[config.mk]
export PLATFORM = sky130hd
export DESIGN_NAME = thor2021_branch_predictor
export DESIGN_NICKNAME = d
export VERILOG_FILES = /design/src/rtl/thor2021_branch_predictor_pkg.sv /design/src/rtl/thor2021_bp_queue.sv /design/src/rtl/thor2021_branch_predictor.sv
export SDC_FILE = /design/constraint.sdc
export NUM_CORES = 2
export LEC_CHECK = 0
export CAP_MARGIN = 20
export CORE_MARGIN = 5
export CORE_UTILIZATION = 31
export CTS_CLUSTER_SIZE = 20
export DETAILED_ROUTE_END_ITERATION = 12
export PLACE_DENSITY = 0.42
export SYNTH_ARGS = -nofsm -noshare
export SYNTH_HDL_FRONTEND = slang
export SYNTH_SLANG_ARGS = --single-unit
[constraint.sdc]
create_clock -name clk_i -period 22.4 [get_ports clk_i]
set_input_delay 3.36 -clock clk_i [delete_from_list [all_inputs] [get_ports clk_i]]
set_output_delay 3.36 -clock clk_i [all_outputs]
set_load 0.05 [all_outputs]
[src/rtl/thor2021_branch_predictor_pkg.sv]
// Shared configuration, types and counter helper for the Thor2021 gshare predictor.
package thor2021_branch_predictor_pkg;

    localparam int ADDR_W   = 32;
    localparam int TBL_BITS = 9;
    localparam int TBL_SIZE = 1 << TBL_BITS;
    localparam int QDEPTH   = 8;
    localparam int QTAG     = $clog2(QDEPTH);
    localparam int QPTR     = QTAG + 1;

    typedef logic [1:0] bp_ctr_t;
    localparam bp_ctr_t CTR_WEAK_NT = 2'b01;

    typedef enum logic {
        BP_INIT,
        BP_RUN
    } bp_state_t;

    typedef struct packed {
        logic                valid;
        logic                resolved;
        logic                pred;
        logic                actual;
        logic [TBL_BITS-1:0] idx;
        logic [TBL_BITS-1:0] ghr;
    } bp_slot_t;

    // Two-bit saturating counter step; 00 and 11 hold.
    function automatic bp_ctr_t ctr_update(input bp_ctr_t ctr, input logic taken);
        bp_ctr_t nxt;
        nxt = ctr;
        if (taken && ctr != 2'b11) begin
            nxt = ctr + 2'd1;
        end else if (!taken && ctr != 2'b00) begin
            nxt = ctr - 2'd1;
        end
        return nxt;
    endfunction

endpackage

[src/rtl/thor2021_bp_queue.sv]
// In-flight prediction queue: circular slot array with allocate, resolve/flush and
// in-order retire of resolved head entries.
module thor2021_bp_queue
    import thor2021_branch_predictor_pkg::*;
(
    input  logic                clk_i,
    input  logic                rst_ni,
    input  logic                alloc_i,
    input  logic [TBL_BITS-1:0] alloc_idx_i,
    input  logic [TBL_BITS-1:0] alloc_ghr_i,
    input  logic                alloc_pred_i,
    input  logic                res_valid_i,
    input  logic [QTAG-1:0]     res_tag_i,
    input  logic                res_takb_i,
    output logic                full_o,
    output logic [QTAG-1:0]     tail_tag_o,
    output logic                flush_o,
    output logic [TBL_BITS-1:0] flush_ghr_o,
    output logic                flush_actual_o,
    output logic                retire_o,
    output logic [TBL_BITS-1:0] retire_idx_o,
    output logic                retire_actual_o
);

    bp_slot_t        slots_q [QDEPTH];
    bp_slot_t        slots_d [QDEPTH];
    logic [QPTR-1:0] head_q, head_d;
    logic [QPTR-1:0] tail_q, tail_d;

    logic [QTAG-1:0] head_tag;
    logic [QTAG-1:0] res_off;
    logic [QTAG-1:0] slot_off;
    bp_slot_t        res_slot;
    logic            res_hit;

    assign head_tag   = head_q[QTAG-1:0];
    assign tail_tag_o = tail_q[QTAG-1:0];
    assign full_o     = (tail_q - head_q) == QPTR'(QDEPTH);

    // NOTE: combinational blocks use blocking '=', clocked blocks use '<=' only.
    always_comb begin
        // NOTE: every variable gets a default first so no latch is inferred.
        slots_d         = slots_q;
        head_d          = head_q;
        tail_d          = tail_q;
        flush_o         = 1'b0;
        flush_ghr_o     = '0;
        flush_actual_o  = 1'b0;
        res_off         = '0;
        slot_off        = '0;
        res_slot        = slots_q[res_tag_i];
        res_hit         = res_valid_i & res_slot.valid & ~res_slot.resolved;
        retire_o        = slots_q[head_tag].valid & slots_q[head_tag].resolved;
        retire_idx_o    = slots_q[head_tag].idx;
        retire_actual_o = slots_q[head_tag].actual;

        if (retire_o) begin
            slots_d[head_tag].valid    = 1'b0;
            slots_d[head_tag].resolved = 1'b0;
            head_d                     = head_q + QPTR'(1);
        end

        if (res_hit) begin
            slots_d[res_tag_i].resolved = 1'b1;
            slots_d[res_tag_i].actual   = res_takb_i;
            if (res_takb_i != res_slot.pred) begin
                flush_o        = 1'b1;
                flush_ghr_o    = res_slot.ghr;
                flush_actual_o = res_takb_i;
                // Age is distance from head; anything further out than the
                // mispredicted slot is on the wrong path.
                res_off = res_tag_i - head_tag;
                for (int i = 0; i < QDEPTH; i++) begin
                    slot_off = QTAG'(i) - head_tag;
                    if (slot_off > res_off) begin
                        slots_d[i].valid    = 1'b0;
                        slots_d[i].resolved = 1'b0;
                    end
                end
                tail_d = head_q + QPTR'(res_off) + QPTR'(1);
            end
        end

        if (alloc_i && !flush_o) begin
            slots_d[tail_tag_o] = '{valid:    1'b1,
                                    resolved: 1'b0,
                                    pred:     alloc_pred_i,
                                    actual:   1'b0,
                                    idx:      alloc_idx_i,
                                    ghr:      alloc_ghr_i};
            tail_d = tail_q + QPTR'(1);
        end
    end

    always_ff @(posedge clk_i or negedge rst_ni) begin
        if (!rst_ni) begin
            head_q <= '0;
            tail_q <= '0;
            for (int i = 0; i < QDEPTH; i++) begin
                slots_q[i] <= '0;
            end
        end else begin
            head_q  <= head_d;
            tail_q  <= tail_d;
            slots_q <= slots_d;
        end
    end

endmodule

[src/rtl/thor2021_branch_predictor.sv]
// gshare direction predictor for Thor2021 fetch: pattern table, global history,
// init sweep FSM and the in-flight prediction queue.
module thor2021_branch_predictor
    import thor2021_branch_predictor_pkg::*;
(
    input  logic              clk_i,
    input  logic              rst_ni,
    input  logic              pred_req_i,
    input  logic [ADDR_W-1:0] pred_pc_i,
    output logic              pred_ready_o,
    output logic              pred_valid_o,
    output logic              pred_taken_o,
    output logic [QTAG-1:0]   pred_tag_o,
    input  logic              res_valid_i,
    input  logic [QTAG-1:0]   res_tag_i,
    input  logic              res_takb_i,
    output logic              mispredict_o,
    output logic [QTAG-1:0]   mispredict_tag_o
);

    bp_state_t           state_q, state_d;
    logic [TBL_BITS-1:0] init_idx_q, init_idx_d;
    logic [TBL_BITS-1:0] ghr_q, ghr_d;
    logic                pred_valid_q, pred_valid_d;
    logic                pred_taken_q, pred_taken_d;
    logic [QTAG-1:0]     pred_tag_q, pred_tag_d;
    logic                mispredict_q, mispredict_d;
    logic [QTAG-1:0]     mispredict_tag_q, mispredict_tag_d;

    bp_ctr_t             ctr_q [TBL_SIZE];
    logic                tbl_we;
    logic [TBL_BITS-1:0] tbl_waddr;
    bp_ctr_t             tbl_wdata;

    logic [TBL_BITS-1:0] pred_idx;
    logic                pred_bit;
    logic                run;
    logic                accept;

    logic                q_full;
    logic [QTAG-1:0]     q_tail_tag;
    logic                q_flush;
    logic [TBL_BITS-1:0] q_flush_ghr;
    logic                q_flush_actual;
    logic                q_retire;
    logic [TBL_BITS-1:0] q_retire_idx;
    logic                q_retire_actual;

    logic                unused_pc_bits;
    assign unused_pc_bits = ^{pred_pc_i[ADDR_W-1:TBL_BITS+1], pred_pc_i[0]};

    assign run          = (state_q == BP_RUN);
    assign pred_idx     = pred_pc_i[TBL_BITS:1] ^ ghr_q;
    assign pred_bit     = ctr_q[pred_idx][1];
    assign pred_ready_o = run & ~q_full & ~mispredict_q;
    assign accept       = pred_req_i & pred_ready_o;

    thor2021_bp_queue u_queue (
        .clk_i           (clk_i),
        .rst_ni          (rst_ni),
        .alloc_i         (accept),
        .alloc_idx_i     (pred_idx),
        .alloc_ghr_i     (ghr_q),
        .alloc_pred_i    (pred_bit),
        .res_valid_i     (res_valid_i & run),
        .res_tag_i       (res_tag_i),
        .res_takb_i      (res_takb_i),
        .full_o          (q_full),
        .tail_tag_o      (q_tail_tag),
        .flush_o         (q_flush),
        .flush_ghr_o     (q_flush_ghr),
        .flush_actual_o  (q_flush_actual),
        .retire_o        (q_retire),
        .retire_idx_o    (q_retire_idx),
        .retire_actual_o (q_retire_actual)
    );

    always_comb begin
        state_d          = state_q;
        init_idx_d       = init_idx_q;
        ghr_d            = ghr_q;
        pred_valid_d     = 1'b0;
        pred_taken_d     = 1'b0;
        pred_tag_d       = '0;
        mispredict_d     = 1'b0;
        mispredict_tag_d = '0;
        tbl_we           = 1'b0;
        tbl_waddr        = '0;
        tbl_wdata        = '0;

        unique case (state_q)
            BP_INIT: begin
                tbl_we     = 1'b1;
                tbl_waddr  = init_idx_q;
                tbl_wdata  = CTR_WEAK_NT;
                init_idx_d = init_idx_q + TBL_BITS'(1);
                if (init_idx_q == '1) begin
                    state_d = BP_RUN;
                end
            end
            BP_RUN: begin
                if (q_retire) begin
                    tbl_we    = 1'b1;
                    tbl_waddr = q_retire_idx;
                    tbl_wdata = ctr_update(ctr_q[q_retire_idx], q_retire_actual);
                end
                // A mispredict repairs history and drops any same-cycle allocation.
                if (q_flush) begin
                    ghr_d            = {q_flush_ghr[TBL_BITS-2:0], q_flush_actual};
                    mispredict_d     = 1'b1;
                    mispredict_tag_d = res_tag_i;
                end else if (accept) begin
                    ghr_d        = {ghr_q[TBL_BITS-2:0], pred_bit};
                    pred_valid_d = 1'b1;
                    pred_taken_d = pred_bit;
                    pred_tag_d   = q_tail_tag;
                end
            end
            default: state_d = BP_INIT;
        endcase
    end

    always_ff @(posedge clk_i or negedge rst_ni) begin
        if (!rst_ni) begin
            state_q          <= BP_INIT;
            init_idx_q       <= '0;
            ghr_q            <= '0;
            pred_valid_q     <= 1'b0;
            pred_taken_q     <= 1'b0;
            pred_tag_q       <= '0;
            mispredict_q     <= 1'b0;
            mispredict_tag_q <= '0;
        end else begin
            state_q          <= state_d;
            init_idx_q       <= init_idx_d;
            ghr_q            <= ghr_d;
            pred_valid_q     <= pred_valid_d;
            pred_taken_q     <= pred_taken_d;
            pred_tag_q       <= pred_tag_d;
            mispredict_q     <= mispredict_d;
            mispredict_tag_q <= mispredict_tag_d;
        end
    end

    // NOTE: the table has no reset; the INIT sweep writes every entry before RUN.
    always_ff @(posedge clk_i) begin
        if (tbl_we) begin
            ctr_q[tbl_waddr] <= tbl_wdata;
        end
    end

    assign pred_valid_o     = pred_valid_q;
    assign pred_taken_o     = pred_taken_q;
    assign pred_tag_o       = pred_tag_q;
    assign mispredict_o     = mispredict_q;
    assign mispredict_tag_o = mispredict_tag_q;

endmodule

Yosys cells after proc, flatten, opt, wreduce, memory -nomap -nowiden. Memories as Yosys holds them, arrays and structs flattened. Cells that the tools add are included.

Register bits: 212. Memory bits (writable): 1024. Word-level logic and storage cells: 199. Memories kept: 1.

Memories: ctr_q (depth 512, width 2, read ports 2, clocked after memory_dff 0, write ports 1, RTL line thor2021_branch_predictor.sv:30) `bp_ctr_t ctr_q [TBL_SIZE];`.

Add/sub/neg operators: 17. Magnitude comparators: 14. Equal/unequal tests: 4. Mux-type cells: 76. Bitwise operators: 15. Reductions and logical operators: 14.

Operators with widths (number): bitwise mux 176 bit (5); 2-to-1 mux 176 bit (3); demux 22 bit (select 3 bit) (5); binary-select mux 22 bit (select 3 bit) (2); 2-to-1 mux 22 bit (6); 2-to-1 mux 21 bit (2); 2-to-1 mux 2 bit (19); 2-to-1 mux 9 bit (3); > comparator 3 bit (8); 2-to-1 mux 19 bit (1); one-hot mux 9 bit (2 select lines) (1); 2-to-1 mux 1 bit (17); 2-to-1 mux 8 bit (2); 2-to-1 mux 3 bit (5); adder 4 x 1 -> 4 bit (second input constant) (3); >= comparator 4 bit (second input constant) (3); less-than comparator 4 x 1 -> 1 bit (second input constant) (3); 2-to-1 mux 4 bit (3); inverter 3 -> 4 bit (3); subtractor 3 bit (first input constant) (4); adder 9 x 1 -> 9 bit (second input constant) (1); == test 9 bit (second input constant) (1); XOR 9 bit (1); nonzero test 2 bit (4); 17 further kinds (35).

Logic depth before layout (Yosys ltp).
Depth after elaboration: 15. Depth in mapped cells: 24. Mapped depth without buffers: 16.

By module. From an unflattened synthesis, not the netlist that was laid out.

Cells, all modules: 3556. Area, all modules: 56670.6 µm².

By module, submodules not included: thor2021_branch_predictor (times used 1, cells each 2835, area each 47511.8 µm², seq. area each 31450.2 µm²); thor2021_bp_queue (times used 1, cells each 721, area each 9158.8 µm², seq. area each 4604.4 µm²).

Worst setup path after synthesis. No wires, ideal clock.

Path type: flip-flop to flip-flop. Start point: reg u_queue.head_q[0]. End point: mem ctr_q[0][0] (netlist bit) (data pin). Arrival: 16.427 ns. Data required time: 19.696 ns. Path slack: 3.269 ns. Stages on the path, launching flop included: 19. Buffers on the path: 7. Path through: dfrtp_1 > buf_6 > mux2_1 > mux4_2 > buf_6 > buf_6 > buf_2 > buf_2 > buf_2 > buf_2 > o311ai_0 > nor4_1 > a311oi_1 > o211ai_2 > or2_2 > ha_1 > mux2i_1 > xor2_1 > o21ai_1.

Cells in the longest elaborated chain, start to end: 11. Elaborated cells between the ends (all ways): 17. Classes of those cells: add/sub (2); eq/ne (1); mux (7); bitwise (2); reduce/logical (4); memory (1).

Ends and longest elaborated chain: start, declared (RTL line thor2021_bp_queue.sv:27) `logic [QPTR-1:0] head_q, head_d;`; start signal, assigned (RTL line thor2021_bp_queue.sv:97) `head_q <= '0;`; start signal, assigned (RTL line thor2021_bp_queue.sv:103) `head_q <= head_d;`; inverter 3 -> 4 bit (not written as such) * (RTL line thor2021_bp_queue.sv:53, thor2021_bp_queue.sv:54, thor2021_bp_queue.sv:55); binary-select mux 22 bit (select 3 bit) * (RTL line thor2021_bp_queue.sv:53, thor2021_bp_queue.sv:54, thor2021_bp_queue.sv:55); 2-to-1 mux 22 bit (not written as such) * (2 in a row) (RTL line thor2021_bp_queue.sv:55) `retire_actual_o = slots_q[head_tag].actual;`; parallel branches: the longest is 5 deep, another holds memory (512 x 2 bit); 2-to-1 mux 2 bit * (RTL line thor2021_branch_predictor.sv:102) `if (q_retire) begin`; one-hot mux 2 bit (2 select lines) * (RTL line thor2021_branch_predictor.sv:91) `unique case (state_q)`; named net tbl_wdata[0] (RTL line thor2021_branch_predictor.sv:33) `bp_ctr_t tbl_wdata;`; end, declared (RTL line thor2021_branch_predictor.sv:30).

Mark *: on every way through the listed nets, which the timed path passes. The select of a mux whose other input is x is not followed.

Worst setup path in the final report.
Start point: reg u_queue.head_q[1]. End point: mem ctr_q[319][0] (netlist bit) (data pin).

Same word-level chain as after synthesis.

==> metrics.yaml <==
global_routing:
  grt_pass1_wl_mm: 290
  antenna_found_initial: 1
  globalRouteTotalUtil_pct: 20.6
  grt_pass1_vias: 39100
  gr-total-overflow: 0
  grt_start_max_net_pins: 232
worst_hold_path:
  hold_class: "reg2reg"
  worstHoldPathCells: 2
yosys:
  async_flop_share_pct: 16.6
  yosys-top-cells-area: "edfxtp_1 54%, dfrtp_1 8.9%, mux4_2 8.6%, nand2_1 6.6%, nor2_1 4.2%"
  synthFlopType: "edfxtp_1"
  syn_area_um2: 57500
  synth_cell_types: 77
  synthTopCellsByCount: "1024 x edfxtp_1, 1015 x nand2_1, 639 x nor2_1, 246 x nand3_1, 219 x mux4_2"
  yosysWarnings: 0
  yosysTopAreaCell: "edfxtp_1"
  synth-seq-cells: 1228
  synth-edff-count: 1024
  muxShareOfSynthArea_pct: 12.6
  synth_fp_nets: 4766
  yosysMostFrequentCell: "edfxtp_1"
  synth_top_area_share_pct: 53.5
  synth-xor-area-share_pct: 0.534
  synth_top_family_by_area: "simple AND/OR/NAND/NOR gates"
  syn_inst: 4692
  synth_seq_area_share_pct: 62.4
  synth_fa_ha_area_share_pct: 0.767
  avgSynthCellArea_um2: 12.2
  yosys.area_share.simple_pct: 14.8
  synth-compound-area-share_pct: 5.84
clocking:
  cts_buffer_depth: 3
  cts_max_level: 4
  cts_tree: "yes"
  clkSinkCount: 1228
  cts_resized: 0
  cts_setup_buffers: 0
  cts_root_buffer: "clkbuf_16"
  ctsHoldBuffers: 0
  worstSkewPairLatency_ns: 0.79
  cts_buffers: 143
  clk_pin_slew_worst_paths_ns: 0.05
sta:
  worst_pin_slew_ns: 1.25
  hold_violations: 0
  setup_slack_ns: 12.59
  final_max_slew_viol_count: 0
  relSlewSlack_pct: 16.5
  fin_setup_tns_ns: 0
  clock_skew_ns: 0.0332
  timing.hold.ws_ns: 0.474
  fmax_mhz: 102
  rsz0062_at_grt: "false"
  finalCritPeriodShare_pct: 43.8
  setup-violations-final: 0
  min_period_ns: 9.81
worst_setup_path:
  start_kind: "flip-flop"
  worstPathRequired_ns: 22.86
  crit_arrival_ns: 10.27
  critPathMaxFanout: 133
  path_class: "reg2reg"
  reg2reg_depth: 20
  cp-end-kind: "flip-flop"
placed_design:
  pre_cts_slack_ns: 12.38
  place_congestion: 0.777
  placed_cell_area_um2: 60400
  dp.final_hpwl_mm: 117
  io_buffers: 26
status:
  outcome: "finished, final reports clean"
floorplan:
  core.rowCount: 158
  dieWidth_um: 440
  ios: 50
  design.core.area_um2: 185000
  start_util_pct: 31.1
  dieArea_um2: 194000
  dieHeight_um: 440
route:
  drc: 0
  wl_per_cell_um: 28.0
  vias: 39000
  drtIter0Drc: 3685
  antenna_left: 0
  viasPerCell: 5.41
  drt-pass1-iter-count: 6
  wl_mm: 202
finish:
  syn2layout_area_growth_pct: 13.0
  fin_nets: 4692
  stdcell_area_um2: 64900
  fillers: 18200
  drive_gt1_share_pct: 13.7
power:
  power_density_nw_per_um2: 73.8
  p_leak_nw: 21.7
  ir_drop_v: 0.0000525
  p_total_mw: 4.79
run:
  drv_cap: 0
[per-stage QoR]
stage | cells | utilization [%]
finish | 7213 | 35.1
detailed placement | 6952 | 32.7
floorplan | 4692 | -
global placement | 6950 | 32.7
CTS | 7210 | 35.1
global route | 7213 | 35.1
[power breakdown]
| part | switching (mW) | internal [mW] | total (mW) |
|---|---|---|---|
| Combinational | 0.0482 | 0.0226 | 0.0708 |
| Sequential | 0 | 2.44 | 2.44 |
| Clock | 0.978 | 1.30 | 2.27 |
| Total | 1.03 | 3.76 | 4.79 |
[metal layers]
layer	track usage [%]	vias to the layer above	part of all wire [%]
li1	-	17200	-
met1	28.4	20500	45
met2	33.9	1079	48
met3	3.05	301	4.7
met4	5.64	0	2.7
met5	0	-	0
[worst max-delay path, stage by stage, from the launching register on]
cell and delay [ns]:
dfrtp_1 0.32, buf_4 0.43, inv_2 0.34, mux4_4 0.89, buf_12 0.53, buf_4 0.74, buf_4 0.63, mux4_2 0.62
a22o_1 0.25, a221oi_2 0.24, o21ai_1 0.10, or4_4 0.58, o211ai_2 0.37, or2_2 0.20, inv_1 0.04, ha_1 0.20
mux2i_1 0.16, xor2_1 0.13, o21ai_4 0.74, buf_4 0.88, buf_4 0.77
[cells by family after synthesis]
| family | Yosys count |
|---|---|
| and+or+nand+nor | 2075 |
| DFF | 1228 |
| AOI/OAI and AO/OA | 486 |
| muxes | 443 |
| buffers and inverters | 391 |
| xor gates and xnor gates | 35 |
| adders and majority gates | 34 |
[registers in the layout, summed over array words and instances, names as in the netlist, 3 cells and up]
signal            cells
ctr_q              1024
ghr_q                 9
init_idx_q            9
mispredict_tag_o      3
pred_tag_o            3
u_queue.head_q        4
u_queue.slots_q     168
u_queue.tail_q        4
[cell usage in the layout, fill, tap and decap left out, types with 24 or more instances in the layout]
cell type	count
xnor2_1	24
clkbuf_16	147
ha_1	32
a21oi_1	109
a32oi_1	29
mux2_2	56
inv_1	29
mux2i_1	163
nand2_1	999
nand3_1	246
mux4_2	213
and3_1	55
o21ai_0	71
buf_4	107
a31oi_1	43
clkdlybuf4s50_1	25
clkbuf_1	37
dfrtp_1	203
nand4_1	34
a311oi_1	78
o22ai_1	37
nor2_1	635
edfxtp_1	1024
clkinv_2	24
[final timing paths]
kind	start	slack (ns)	to
setup / recovery	u_queue.head_q[1]	12.59	ctr_q[319][0]
hold / removal	u_queue.slots_q[90]	0.47	u_queue.slots_q[90]
setup reg to reg	u_queue.head_q[1]	12.59	ctr_q[319][0]
hold reg to reg	u_queue.slots_q[90]	0.47	u_queue.slots_q[90]
max in group asynchronous	rst_ni	18.25	u_queue.slots_q[43]
min in group asynchronous	rst_ni	2.68	u_queue.head_q[1]
[final cells by class]
cell class,instances,area [µm²],area share (%)
sequential,1228,35900,55.2
multi-input combinational,3073,20100,31.0
clock buffer,190,3900,6.01
tap,2480,3100,4.78
timing repair buffer,142,1250,1.92
clock inverter,68,567,0.873
inverter,30,113,0.173
antenna,2,5.00,0.00771
Power figures use the tool's default switching activity.
